[config.mk]
export PLATFORM = sky130hd
export DESIGN_NAME = cos_fix2float
export DESIGN_NICKNAME = d
export VERILOG_FILES = /design/src/rtl/cos_fix2float_pkg.sv /design/src/rtl/cos_fix2float.sv
export SDC_FILE = /design/constraint.sdc
export NUM_CORES = 1
export LEC_CHECK = 0
export BUFFER_PORTS_ARGS = -buffer_cell sky130_fd_sc_hd__buf_2
export CAP_MARGIN = 20
export CORE_MARGIN = 4
export CORE_UTILIZATION = 35
export DETAILED_ROUTE_END_ITERATION = 8
export GPL_ROUTABILITY_DRIVEN = 0
export PLACE_DENSITY = 0.52
export SLEW_MARGIN = 20
export SYNTH_ARGS = -nofsm -noshare
export SYNTH_HDL_FRONTEND = slang
export SYNTH_SLANG_ARGS = --single-unit
[constraint.sdc]
create_clock -name clk -period 2.6 [get_ports clk]
set_clock_uncertainty 0.1 [all_clocks]
set_input_delay 0.13 -clock clk [delete_from_list [all_inputs] [get_ports clk]]
set_output_delay 0.13 -clock clk [all_outputs]
set_load 0.02 [all_outputs]
[src/rtl/cos_fix2float_pkg.sv]
// Shared constants and state encoding for the fixed-to-float converter that sits behind the CORDIC cosine stage.
package cos_fix2float_pkg;

  localparam int FIX_WIDTH     = 22;
  localparam int FIX_FRAC_BITS = 20;
  localparam int EXP_BIAS      = 127;

  localparam int SIGN_W = 1;
  localparam int EXP_W  = 8;
  localparam int MANT_W = 23;
  localparam int FLT_W  = SIGN_W + EXP_W + MANT_W;

  typedef enum logic [1:0] {
    ST_IDLE,
    ST_ABS,
    ST_NORM,
    ST_PACK
  } state_t;

endpackage

[src/rtl/cos_fix2float.sv]
// Signed Q1.20 to IEEE-754 single conversion by iterative left-normalisation; done rises 3+s edges
// after the accepting edge (2 for zero); clk_en is only looked at in IDLE, so busy acts as the stall.
module cos_fix2float
  import cos_fix2float_pkg::*;
#(
  parameter int WIDTH     = FIX_WIDTH,
  parameter int FRAC_BITS = FIX_FRAC_BITS
) (
  input  logic             clk,
  input  logic             reset,
  input  logic             clk_en,
  input  logic [WIDTH-1:0] fix_in,
  output logic [FLT_W-1:0] float_out,
  output logic             done,
  output logic             busy
);

  localparam int S_W = $clog2(WIDTH);
  // A magnitude with its top bit set is worth 2^(WIDTH-1-FRAC_BITS); each shift halves that.
  localparam int EXP_TOP = EXP_BIAS + WIDTH - 1 - FRAC_BITS;
  localparam int PAD_W   = MANT_W - (WIDTH - 1);

  state_t             state;
  logic [WIDTH-1:0]   fix_q;
  logic [WIDTH-1:0]   mag;
  logic [S_W-1:0]     s;
  logic               sign;
  logic               zero;
  logic [EXP_W-1:0]   expo;
  logic [MANT_W-1:0]  mant;

  assign expo = EXP_W'(EXP_TOP) - EXP_W'(s);
  // Leading one is implicit; the remaining magnitude bits fit the mantissa exactly, no rounding.
  assign mant = {mag[WIDTH-2:0], {PAD_W{1'b0}}};

  always_ff @(posedge clk or negedge reset) begin
    if (!reset) begin
      state     <= ST_IDLE;
      fix_q     <= '0;
      mag       <= '0;
      s         <= '0;
      sign      <= 1'b0;
      zero      <= 1'b0;
      float_out <= '0;
      done      <= 1'b0;
      busy      <= 1'b0;
    end else begin
      done <= 1'b0;
      case (state)
        ST_IDLE: begin
          if (clk_en) begin
            fix_q <= fix_in;
            busy  <= 1'b1;
            state <= ST_ABS;
          end
        end
        ST_ABS: begin
          sign  <= fix_q[WIDTH-1];
          mag   <= fix_q[WIDTH-1] ? -fix_q : fix_q;
          s     <= '0;
          zero  <= (fix_q == '0);
          state <= (fix_q == '0) ? ST_PACK : ST_NORM;
        end
        ST_NORM: begin
          if (mag[WIDTH-1]) begin
            state <= ST_PACK;
          end else begin
            mag <= {mag[WIDTH-2:0], 1'b0};
            s   <= s + 1'b1;
          end
        end
        ST_PACK: begin
          float_out <= zero ? '0 : {sign, expo, mant};
          done      <= 1'b1;
          busy      <= 1'b0;
          state     <= ST_IDLE;
        end
        default: begin
          busy  <= 1'b0;
          state <= ST_IDLE;
        end
      endcase
    end
  end

endmodule

==> results of run 1 <==
worst paths after layout:
path	from	to	depth (start not counted)
worst max-delay path	fix_q[4]$_DFFE_PN0P_	mag[21]$_DFFE_PN0P_	5
worst min-delay path	clk_en	busy$_DFFE_PN0P_	5
worst max register to register	fix_q[4]$_DFFE_PN0P_	mag[21]$_DFFE_PN0P_	5
worst min register to register	float_out[29]$_DFFE_PN0P_	float_out[29]$_DFFE_PN0P_	1
max in group asynchronous	reset	fix_q[15]$_DFFE_PN0P_	3
min in group asynchronous	reset	float_out[3]$_DFFE_PN0P_	2
registers in the layout, indices dropped and copies added (netlist names):
signal / flops
float_out: 30
zero: 1
sign: 1
done: 1
fix_q: 22
busy: 1
state: 2
s: 5
mag: 22
cells by family after synthesis:
| group | share of synthesized area (%) |
|---|---|
| AO/OA/AOI/OAI | 16.9 |
| AND/OR/NAND/NOR | 11.7 |
| flip-flops | 52.8 |
| buffers and inverters | 6.36 |
| multiplexers | 7.91 |
| XOR/XNOR | 2.17 |
| adder cells (fa/ha/maj) | 2.17 |
| other | 0.0930 |
layer usage:
layer	global-route usage [%]	vias to the layer above
met5	0	-
met4	4.23	0
met3	2.63	7
met2	23.0	55
met1	21.3	1485
li1	-	1551
power by group:
group,switching [mW],internal (mW)
Combinational,1.54,1.13
Clock,0.541,0.680
Sequential,0.564,1.93
cell type report:
cell class / instances / share of cell area, %
timing repair buffer: 89 / 12.0
multi-input combinational: 246 / 33.1
sequential: 85 / 42.5
tap: 140 / 3.50
clock buffer: 10 / 4.78
clock inverter: 6 / 0.926
inverter: 42 / 3.15
worst max-delay path, cell delays in order (launching register included):
cell and delay, ns:
dfrtp_1 0.42, or4_1 0.68, nor3_1 0.44, and2_1 0.26
nand4_1 0.11, a32oi_1 0.20
per-stage QoR:
step                utilization, %  area [um2]  power [mW]  hold WS [ns]  std cells
floorplan                        -        4040        4.32        -0.266        397
global placement              40.5        4480        5.14        0.0618        579
detailed placement            40.5        4480        5.20        0.0629        579
CTS                           45.1        5000        6.46         0.108        618
global route                  45.1        5000        6.91         0.144        618
finish                        45.1        5000        6.38         0.117        618
Yosys cell counts, types with 5 or more instances:
master | count | area share [%]
a21oi_1 | 6 | 0.74
a22oi_1 | 19 | 3.5
buf_1 | 6 | 0.56
clkbuf_1 | 15 | 1.4
dfrtp_1 | 85 | 53
ha_1 | 7 | 2.2
inv_1 | 42 | 3.9
mux2_2 | 23 | 6.4
mux2i_1 | 6 | 1.5
nand2_1 | 45 | 4.2
nand4_1 | 5 | 0.78
nor2_1 | 16 | 1.5
nor3_1 | 9 | 1.1
o211ai_1 | 7 | 1.3
o21ai_0 | 24 | 3.0
o22ai_1 | 26 | 4.0
xor2_1 | 9 | 2.0
what timing repair did:
action / CTS / global route
setup endpoints to repair: 0 / 0
hold buffers: 23 / 0
endpoints found under the hold margin: 62 / 0
==> flow_metrics.py, run 1 <==
metrics = {
    "route": {
        "wl_met1_um": 4660,
        "wl_met3_um": 356,
        "top_layer": "met4",
        "drt-total-wl_um": 9280,
        "route.met2.wl_um": 4170,
        "drt_iter0_drc": 154,
        "drc": 0,
        "vias_per_cell": 5.01,
        "drtPass1Iterations": 4,
        "wl_per_cell_um": 15.0,
        "ant_nets": 0,
        "via_count": 3098,
    },
    "finish": {
        "final_common_cell": "dfrtp_1",
        "multi_input_area_mm2": 0.00165,
        "seqCellArea_mm2": 0.00213,
        "final_nets": 505,
        "drive_gt1_share_pct": 23.6,
        "insertedDiodeCount": 0,
        "synthToLayoutAreaGrowth_pct": 24.0,
        "fillCellCount": 1091,
        "final_cell_mix": "85 x dfrtp_1, 55 x buf_2, 45 x nand2_1",
    },
    "timing": {
        "fmax_ghz": 0.437,
        "drv_slew": 0,
        "worstMarginPinSlew_ns": 0.553,
        "rsz0062_at_grt": "no",
        "hold_viol": 0,
        "setup-violations-final": 0,
        "setup_slack_ns": 0.313,
        "period_minus_slack_ns": 2.29,
        "period_share_pct": 88.0,
        "slew_headroom_pct": 63.1,
        "fin_setup_tns_ns": 0,
    },
    "power_and_ir_drop": {
        "p_per_area_mw_per_mm2": 1280,
        "leakage_nw": 2.29,
        "peakVddDrop_mv": 0.564,
    },
    "floorplanning": {
        "rows": 38,
        "fp.dieH_um": 115,
        "die_w_um": 115,
        "die_area_mm2": 0.0133,
        "start_util_pct": 36.4,
        "pin_count": 59,
        "coreArea_mm2": 0.0111,
    },
    "logic_synthesis": {
        "synthFlopType": "dfrtp_1",
        "syn_inst": 396,
        "avgSynthCellArea_um2": 10.2,
        "ys_warn_count": 0,
        "synth_area_mm2": 0.00403,
        "ys_types": 47,
        "synth_edf_count": 0,
        "synth_seq_area_share_pct": 52.8,
        "async_reset_ff_share_pct": 100,
        "ys_ff_latch": 85,
    },
    "global_route": {
        "grt_pass1_wl_um": 15700,
        "grt_pass1_vias": 3108,
        "grt-ovfl-total": 0,
        "grt_usage_pct": 14.8,
        "antenna_found_initial": 0,
        "grt_start_max_net_pins": 46,
    },
    "critical_path": {
        "cp_max_fo": 7,
        "start_kind": "register",
        "critPathArrivalTime_ns": 2.44,
        "rrSetupSlack_ns": 0.31,
        "worstSetupPathType": "register to register",
        "crit_required_ns": 2.75,
        "endpoint_kind": "register",
    },
    "cts": {
        "cts.sinks": 85,
        "ctsHtreeMaxLevel": 3,
        "cts_root_buffer": "clkbuf_16",
        "postCtsSetupBuffers": 0,
        "cts_tree": "built",
        "clockBufferDepth": 2,
        "cts_resized": 0,
        "clock_latency_ns": 0.33,
        "path_clk_slew_ns": 0.07,
        "cts_buffers": 9,
    },
    "placement": {
        "hpwl_um": 6550,
        "port_buffers": 56,
        "dpl_worst_slack_ns": 0.319,
    },
    "flow_run": {
        "drv_cap": 0,
    },
    "status": {
        "outcome": "completed",
    },
    "min_path": {
        "hp-class": "input pin to register",
    },
}
Power figures use the tool's default switching activity.
==> run 2, diff against run 1 <==
CORE_UTILIZATION = 57   (was 35)
PLACE_DENSITY = 0.79   (was 0.52)
==> flow_metrics.py, run 2 (same netlist as run 1, synthesis figures left out) <==
metrics = {
    "critical_path": {
        "crit_buf_inv": 0,
        "cp_cell_sequence": "or4_1 > nor3_1 > and2_1 > nand4_1 > a32oi_1",
        "reg2reg_depth": 5,
        "cp_num_cells": 5,
        "regToRegStartpoint": "fix_q[4]$_DFFE_PN0P_",
        "cp_max_fo": 7,
        "start_kind": "register",
        "worstSetupPathType": "register to register",
        "endpoint_kind": "register",
        "cp_slowest_cell": "or4_1",
        "cp_slowest_stage_delay_ns": 0.68,
        "rrSetupSlack_ns": 0.25,
        "cpLargestDelayFamily": "simple AND/OR/NAND/NOR gates",
        "critPathArrivalTime_ns": 2.53,
        "crit_required_ns": 2.77,
        "r2r-end": "mag[21]$_DFFE_PN0P_",
    },
    "floorplanning": {
        "coreArea_mm2": 0.00683,
        "die_w_um": 92.1,
        "start_util_pct": 59.0,
        "die_area_mm2": 0.00848,
        "rows": 30,
        "pin_count": 59,
        "fp.dieH_um": 92.1,
    },
    "route": {
        "drt-total-wl_um": 9140,
        "drt_iter0_drc": 174,
        "drc": 0,
        "wl_per_cell_um": 16.0,
        "drtPass1Iterations": 5,
        "via_count": 3278,
        "vias_per_cell": 5.72,
        "ant_nets": 0,
    },
    "timing": {
        "setup-violations-final": 0,
        "worstMarginPinSlew_ns": 0.945,
        "rsz0062_at_grt": "no",
        "fin_setup_tns_ns": 0,
        "drv_slew": 0,
        "slew_headroom_pct": 36.8,
        "period_minus_slack_ns": 2.35,
        "period_share_pct": 90.5,
        "hold_viol": 0,
        "fmax_ghz": 0.425,
    },
    "finish": {
        "largest-register": "float_out",
        "final_cell_mix": "85 x dfrtp_1, 55 x buf_2, 45 x nand2_1",
        "insertedDiodeCount": 0,
        "fillCellCount": 515,
        "top_regs": "float_out x30, fix_q x22, mag x22",
        "synthToLayoutAreaGrowth_pct": 20.9,
        "final_common_cell": "dfrtp_1",
        "largest_reg_flops": 30,
        "fin_area_mm2": 0.00487,
        "final_nets": 505,
        "drive_gt1_share_pct": 23.5,
    },
    "placement": {
        "placed_area_mm2": 0.00443,
        "hpwl_um": 6240,
        "port_buffers": 56,
    },
    "cts": {
        "ctsHtreeMaxLevel": 3,
        "cts.sinks": 85,
        "cts_root_buffer": "clkbuf_8",
        "clockBufferDepth": 2,
        "postCtsSetupBuffers": 0,
        "cts_buffers": 9,
        "clock_latency_ns": 0.36,
        "path_clk_slew_ns": 0.08,
        "cts_tree": "built",
    },
    "power_and_ir_drop": {
        "switching_power_mw": 2.60,
        "pwr-share-comb_pct": 43.5,
        "peakVddDrop_mv": 0.736,
        "leakage_nw": 2.27,
        "p_clk_share_pct": 16.3,
        "seq_power_share_pct": 40.2,
        "p_per_area_mw_per_mm2": 1270,
        "p_int_mw": 3.61,
        "switching_share_pct": 41.9,
    },
    "status": {
        "outcome": "completed",
    },
    "global_route": {
        "grt_usage_pct": 23.1,
        "antenna_found_initial": 0,
        "grt_pass1_wl_um": 15500,
        "grt_pass1_vias": 3181,
        "grt_start_max_net_pins": 86,
        "grt-ovfl-total": 0,
    },
    "min_path": {
        "hp-class": "input pin to register",
        "min_to": "busy$_DFFE_PN0P_",
        "hp-start": "clk_en",
        "hold-path-cell-count": 5,
    },
    "flow_run": {
        "drv_cap": 0,
    },
}
==> run 2: through the flow <==
step,setup WS (ns),util [%],hold WS [ns],std cells,power (mW)
floorplan,0.478,-,-0.266,397,4.32
global placement,0.378,64.8,0.100,535,5.00
detailed placement,0.295,64.8,0.102,535,5.17
CTS,0.270,71.3,0.0898,573,6.22
global route,0.0493,71.3,0.145,573,6.66
finish,0.247,71.3,0.102,573,6.21
==> run 2: worst max path at each step <==
stage	from	endpoint	slack, ns
floorplan	fix_q[4]$_DFFE_PN0P_	mag[16]$_DFFE_PN0P_	0.48
global placement	fix_q[4]$_DFFE_PN0P_	mag[16]$_DFFE_PN0P_	0.38
detailed placement	state[0]$_DFFE_PN0P_	mag[15]$_DFFE_PN0P_	0.29
CTS	fix_q[4]$_DFFE_PN0P_	mag[14]$_DFFE_PN0P_	0.27
global route	state[0]$_DFFE_PN0P_	mag[15]$_DFFE_PN0P_	0.05
finish	fix_q[4]$_DFFE_PN0P_	mag[21]$_DFFE_PN0P_	0.25
==> run 2: power groups by stage <==
stage	clock network (mW)	registers (mW)	logic, mW
2_1_floorplan	0	2.58	1.74
3_3_place_gp	0	2.47	2.54
3_5_place_dp	0	2.51	2.66
4_1_cts	1.03	2.48	2.70
5_1_grt	1.09	2.58	2.99
6_report	1.01	2.50	2.70
==> run 2: cell type report <==
cell class	count	area (um2)	area share, %
tap	96	120	2.47
timing repair buffer	89	601	12.3
sequential	85	2130	43.7
clock buffer	10	138	2.82
multi-input combinational	246	1650	33.9
clock inverter	5	75.1	1.54
inverter	42	158	3.24
==> run 2: timing repair <==
item | in CTS | in global routing
hold endpoints to repair | 107 | 0
resized for setup | 0 | 0
hold buffers | 23 | 0
==> run 2: worst reg2reg max path, delay by kind of cell (launching register included) <==
kind	cells	cell delay, ns
compound gates	1	0.22
simple gates	4	1.50
flops	1	0.44
==> run 2: layer usage <==
| layer | vias up | part of all wire [%] | GRT usage [%] |
|---|---|---|---|
| met5 | - | 0 | 0 |
| met4 | 0 | 1.9 | 9.41 |
| met3 | 17 | 4.8 | 4.84 |
| met2 | 100 | 49 | 37.5 |
| met1 | 1614 | 44 | 30.3 |
| li1 | 1547 | - | - |
==> run 3, diff against run 2 <==
CORE_UTILIZATION = 51   (was 57)
PLACE_DENSITY = 0.74   (was 0.79)
SETUP_SLACK_MARGIN = 0.4   (was default)
clock period = 1.9 ns   (was 2.6 ns; I/O delays follow)
==> flow_metrics.py, run 3 (same netlist as run 1, synthesis figures left out) <==
metrics = {
    "critical_path": {
        "cp_num_cells": 5,
        "crit_buf_inv": 0,
        "reg2reg_depth": 5,
        "endpoint_kind": "register",
        "r2r-end": "mag[14]$_DFFE_PN0P_",
        "crit_required_ns": 2.04,
        "critPathArrivalTime_ns": 2.23,
        "regToRegStartpoint": "fix_q[6]$_DFFE_PN0P_",
        "rrSetupSlack_ns": -0.19,
        "cp_max_fo": 3,
        "worstSetupPathType": "register to register",
        "cp_slowest_cell": "or4_4",
        "cp_slowest_stage_delay_ns": 0.56,
        "startpoint": "fix_q[6]$_DFFE_PN0P_",
        "crit_path_end": "mag[14]$_DFFE_PN0P_",
        "cp_cell_sequence": "or4_4 > or2_4 > and4bb_1 > mux2i_1 > o211ai_2",
        "cpLargestDelayFamily": "simple AND/OR/NAND/NOR gates",
        "start_kind": "register",
    },
    "cts": {
        "cts_root_buffer": "clkbuf_8",
        "cts_tree": "built",
        "ctsHtreeMaxLevel": 3,
        "clock_latency_ns": 0.36,
        "path_clk_slew_ns": 0.09,
        "clockBufferDepth": 2,
        "cts.sinks": 85,
        "cts_buffers": 9,
    },
    "finish": {
        "top_regs": "float_out x30, fix_q x22, mag x22",
        "finalNonFillerCells": 627,
        "seqCellArea_mm2": 0.00213,
        "final_cell_mix": "83 x dfrtp_1, 55 x buf_2, 42 x nand2_1",
        "largest_reg_flops": 30,
        "drive_gt1_share_pct": 39.6,
        "synthToLayoutAreaGrowth_pct": 42.0,
        "largest-register": "float_out",
        "fillCellCount": 507,
        "final_common_cell": "dfrtp_1",
        "multi_input_area_mm2": 0.00209,
        "final_nets": 552,
        "insertedDiodeCount": 0,
    },
    "floorplanning": {
        "start_util_pct": 52.4,
        "coreArea_mm2": 0.00769,
        "pin_count": 59,
        "fp.dieH_um": 96.9,
        "rows": 32,
        "die_w_um": 96.9,
        "die_area_mm2": 0.00939,
    },
    "placement": {
        "dpl.cell_count": 562,
        "port_buffers": 56,
        "hpwl_um": 6170,
    },
    "power_and_ir_drop": {
        "seq_power_share_pct": 31.8,
        "power.total_mw": 10.5,
        "switching_power_mw": 4.51,
        "p_int_mw": 5.94,
        "p_per_area_mw_per_mm2": 1830,
        "pwr-share-comb_pct": 55.8,
        "peakVddDrop_mv": 1.02,
        "leakage_nw": 2.67,
        "p_clk_share_pct": 12.4,
        "switching_share_pct": 43.2,
    },
    "route": {
        "ant_nets": 0,
        "wl_per_cell_um": 17.5,
        "via_count": 3574,
        "drtPass1Iterations": 6,
        "vias_per_cell": 5.70,
        "drt-total-wl_um": 11000,
        "drc": 0,
        "drt_iter0_drc": 363,
    },
    "global_route": {
        "grt_usage_pct": 20.4,
        "grt_start_max_net_pins": 52,
        "antenna_found_initial": 0,
        "grt-ovfl-total": 0,
        "grt_pass1_wl_um": 15800,
        "grt_pass1_vias": 3217,
    },
    "timing": {
        "fmax_ghz": 0.479,
        "hold_viol": 0,
        "setup_slack_ns": -0.190,
        "rsz0062_at_grt": "yes",
        "period_minus_slack_ns": 2.09,
        "setup-violations-final": 12,
        "whs_ns": 0.124,
        "period_share_pct": 110,
        "drv_slew": 0,
    },
    "status": {
        "violations": "setup timing",
        "outcome": "finished, violations left",
    },
    "flow_run": {
        "drv_cap": 0,
    },
    "min_path": {
        "hp-class": "input pin to asynchronous set/reset pin",
    },
}
==> run 3: power by group through the flow <==
stage / clock [mW] / combinational [mW] / sequential, mW
2_1_floorplan: 0 / 2.63 / 3.56
3_3_place_gp: 0 / 4.08 / 3.23
3_5_place_dp: 0 / 4.20 / 3.28
4_1_cts: 1.30 / 4.53 / 3.26
5_1_grt: 1.40 / 6.25 / 3.43
6_report: 1.29 / 5.83 / 3.33
==> run 3: layer usage <==
layer	up-vias	global-route usage, %	share of wire [%]
li1	1657	-	-
met3	23	5.05	6.2
met2	153	30.5	48
met4	0	5.83	1.8
met5	-	0	0
met1	1741	29.5	44
==> run 3: worst register-to-register path: stages, from the launching register on <==
cell and delay (ns):
dfrtp_1 0.39, or4_4 0.56, or2_4 0.29, and4bb_1 0.31, mux2i_1 0.24, o211ai_2 0.09
==> run 3: layout make-up <==
cell class / count / share of cell area (%)
Sequential cell: 85 / 37.2
Clock inverter: 7 / 1.33
Multi-Input combinational cell: 249 / 36.5
Timing Repair Buffer: 133 / 17.6
Clock buffer: 9 / 2.16
Inverter: 42 / 2.93
Tap cell: 102 / 2.23
==> run 3: repair_timing <==
item / in CTS / in global routing
gates resized for setup: 33 / 70
hold buffers: 23 / 0
endpoints found under the hold margin: 56 / 0
gates cloned: 0 / 3
setup endpoints to repair: 53 / 54
buffers inserted: 3 / 20
pin swaps: 8 / 32
==> run 3: through the flow <==
step | util, % | setup slack (ns) | instance area [um2] | TNS [ns]
after floorplan | - | -0.169 | 4150 | -0.720
after global placement | 60.8 | -0.0908 | 4670 | -0.706
after detailed placement | 60.8 | -0.137 | 4670 | -0.995
after CTS | 68.4 | -0.0920 | 5260 | -0.336
after global routing | 74.5 | -0.224 | 5720 | -1.90
final | 74.5 | -0.190 | 5720 | -1.11
==> run 3: how the worst min path moves through the flow <==
stage	start	depth (start not counted)	slack (ns)	to
CTS	clk_en	5	0.09	busy$_DFFE_PN0P_
global route	reset	2	0.17	float_out[7]$_DFFE_PN0P_
detailed placement	reset	1	-0.02	float_out[11]$_DFFE_PN0P_
global placement	reset	1	-0.02	float_out[11]$_DFFE_PN0P_
finish	reset	2	0.12	float_out[24]$_DFFE_PN0P_
floorplan	reset	0	-0.30	busy$_DFFE_PN0P_
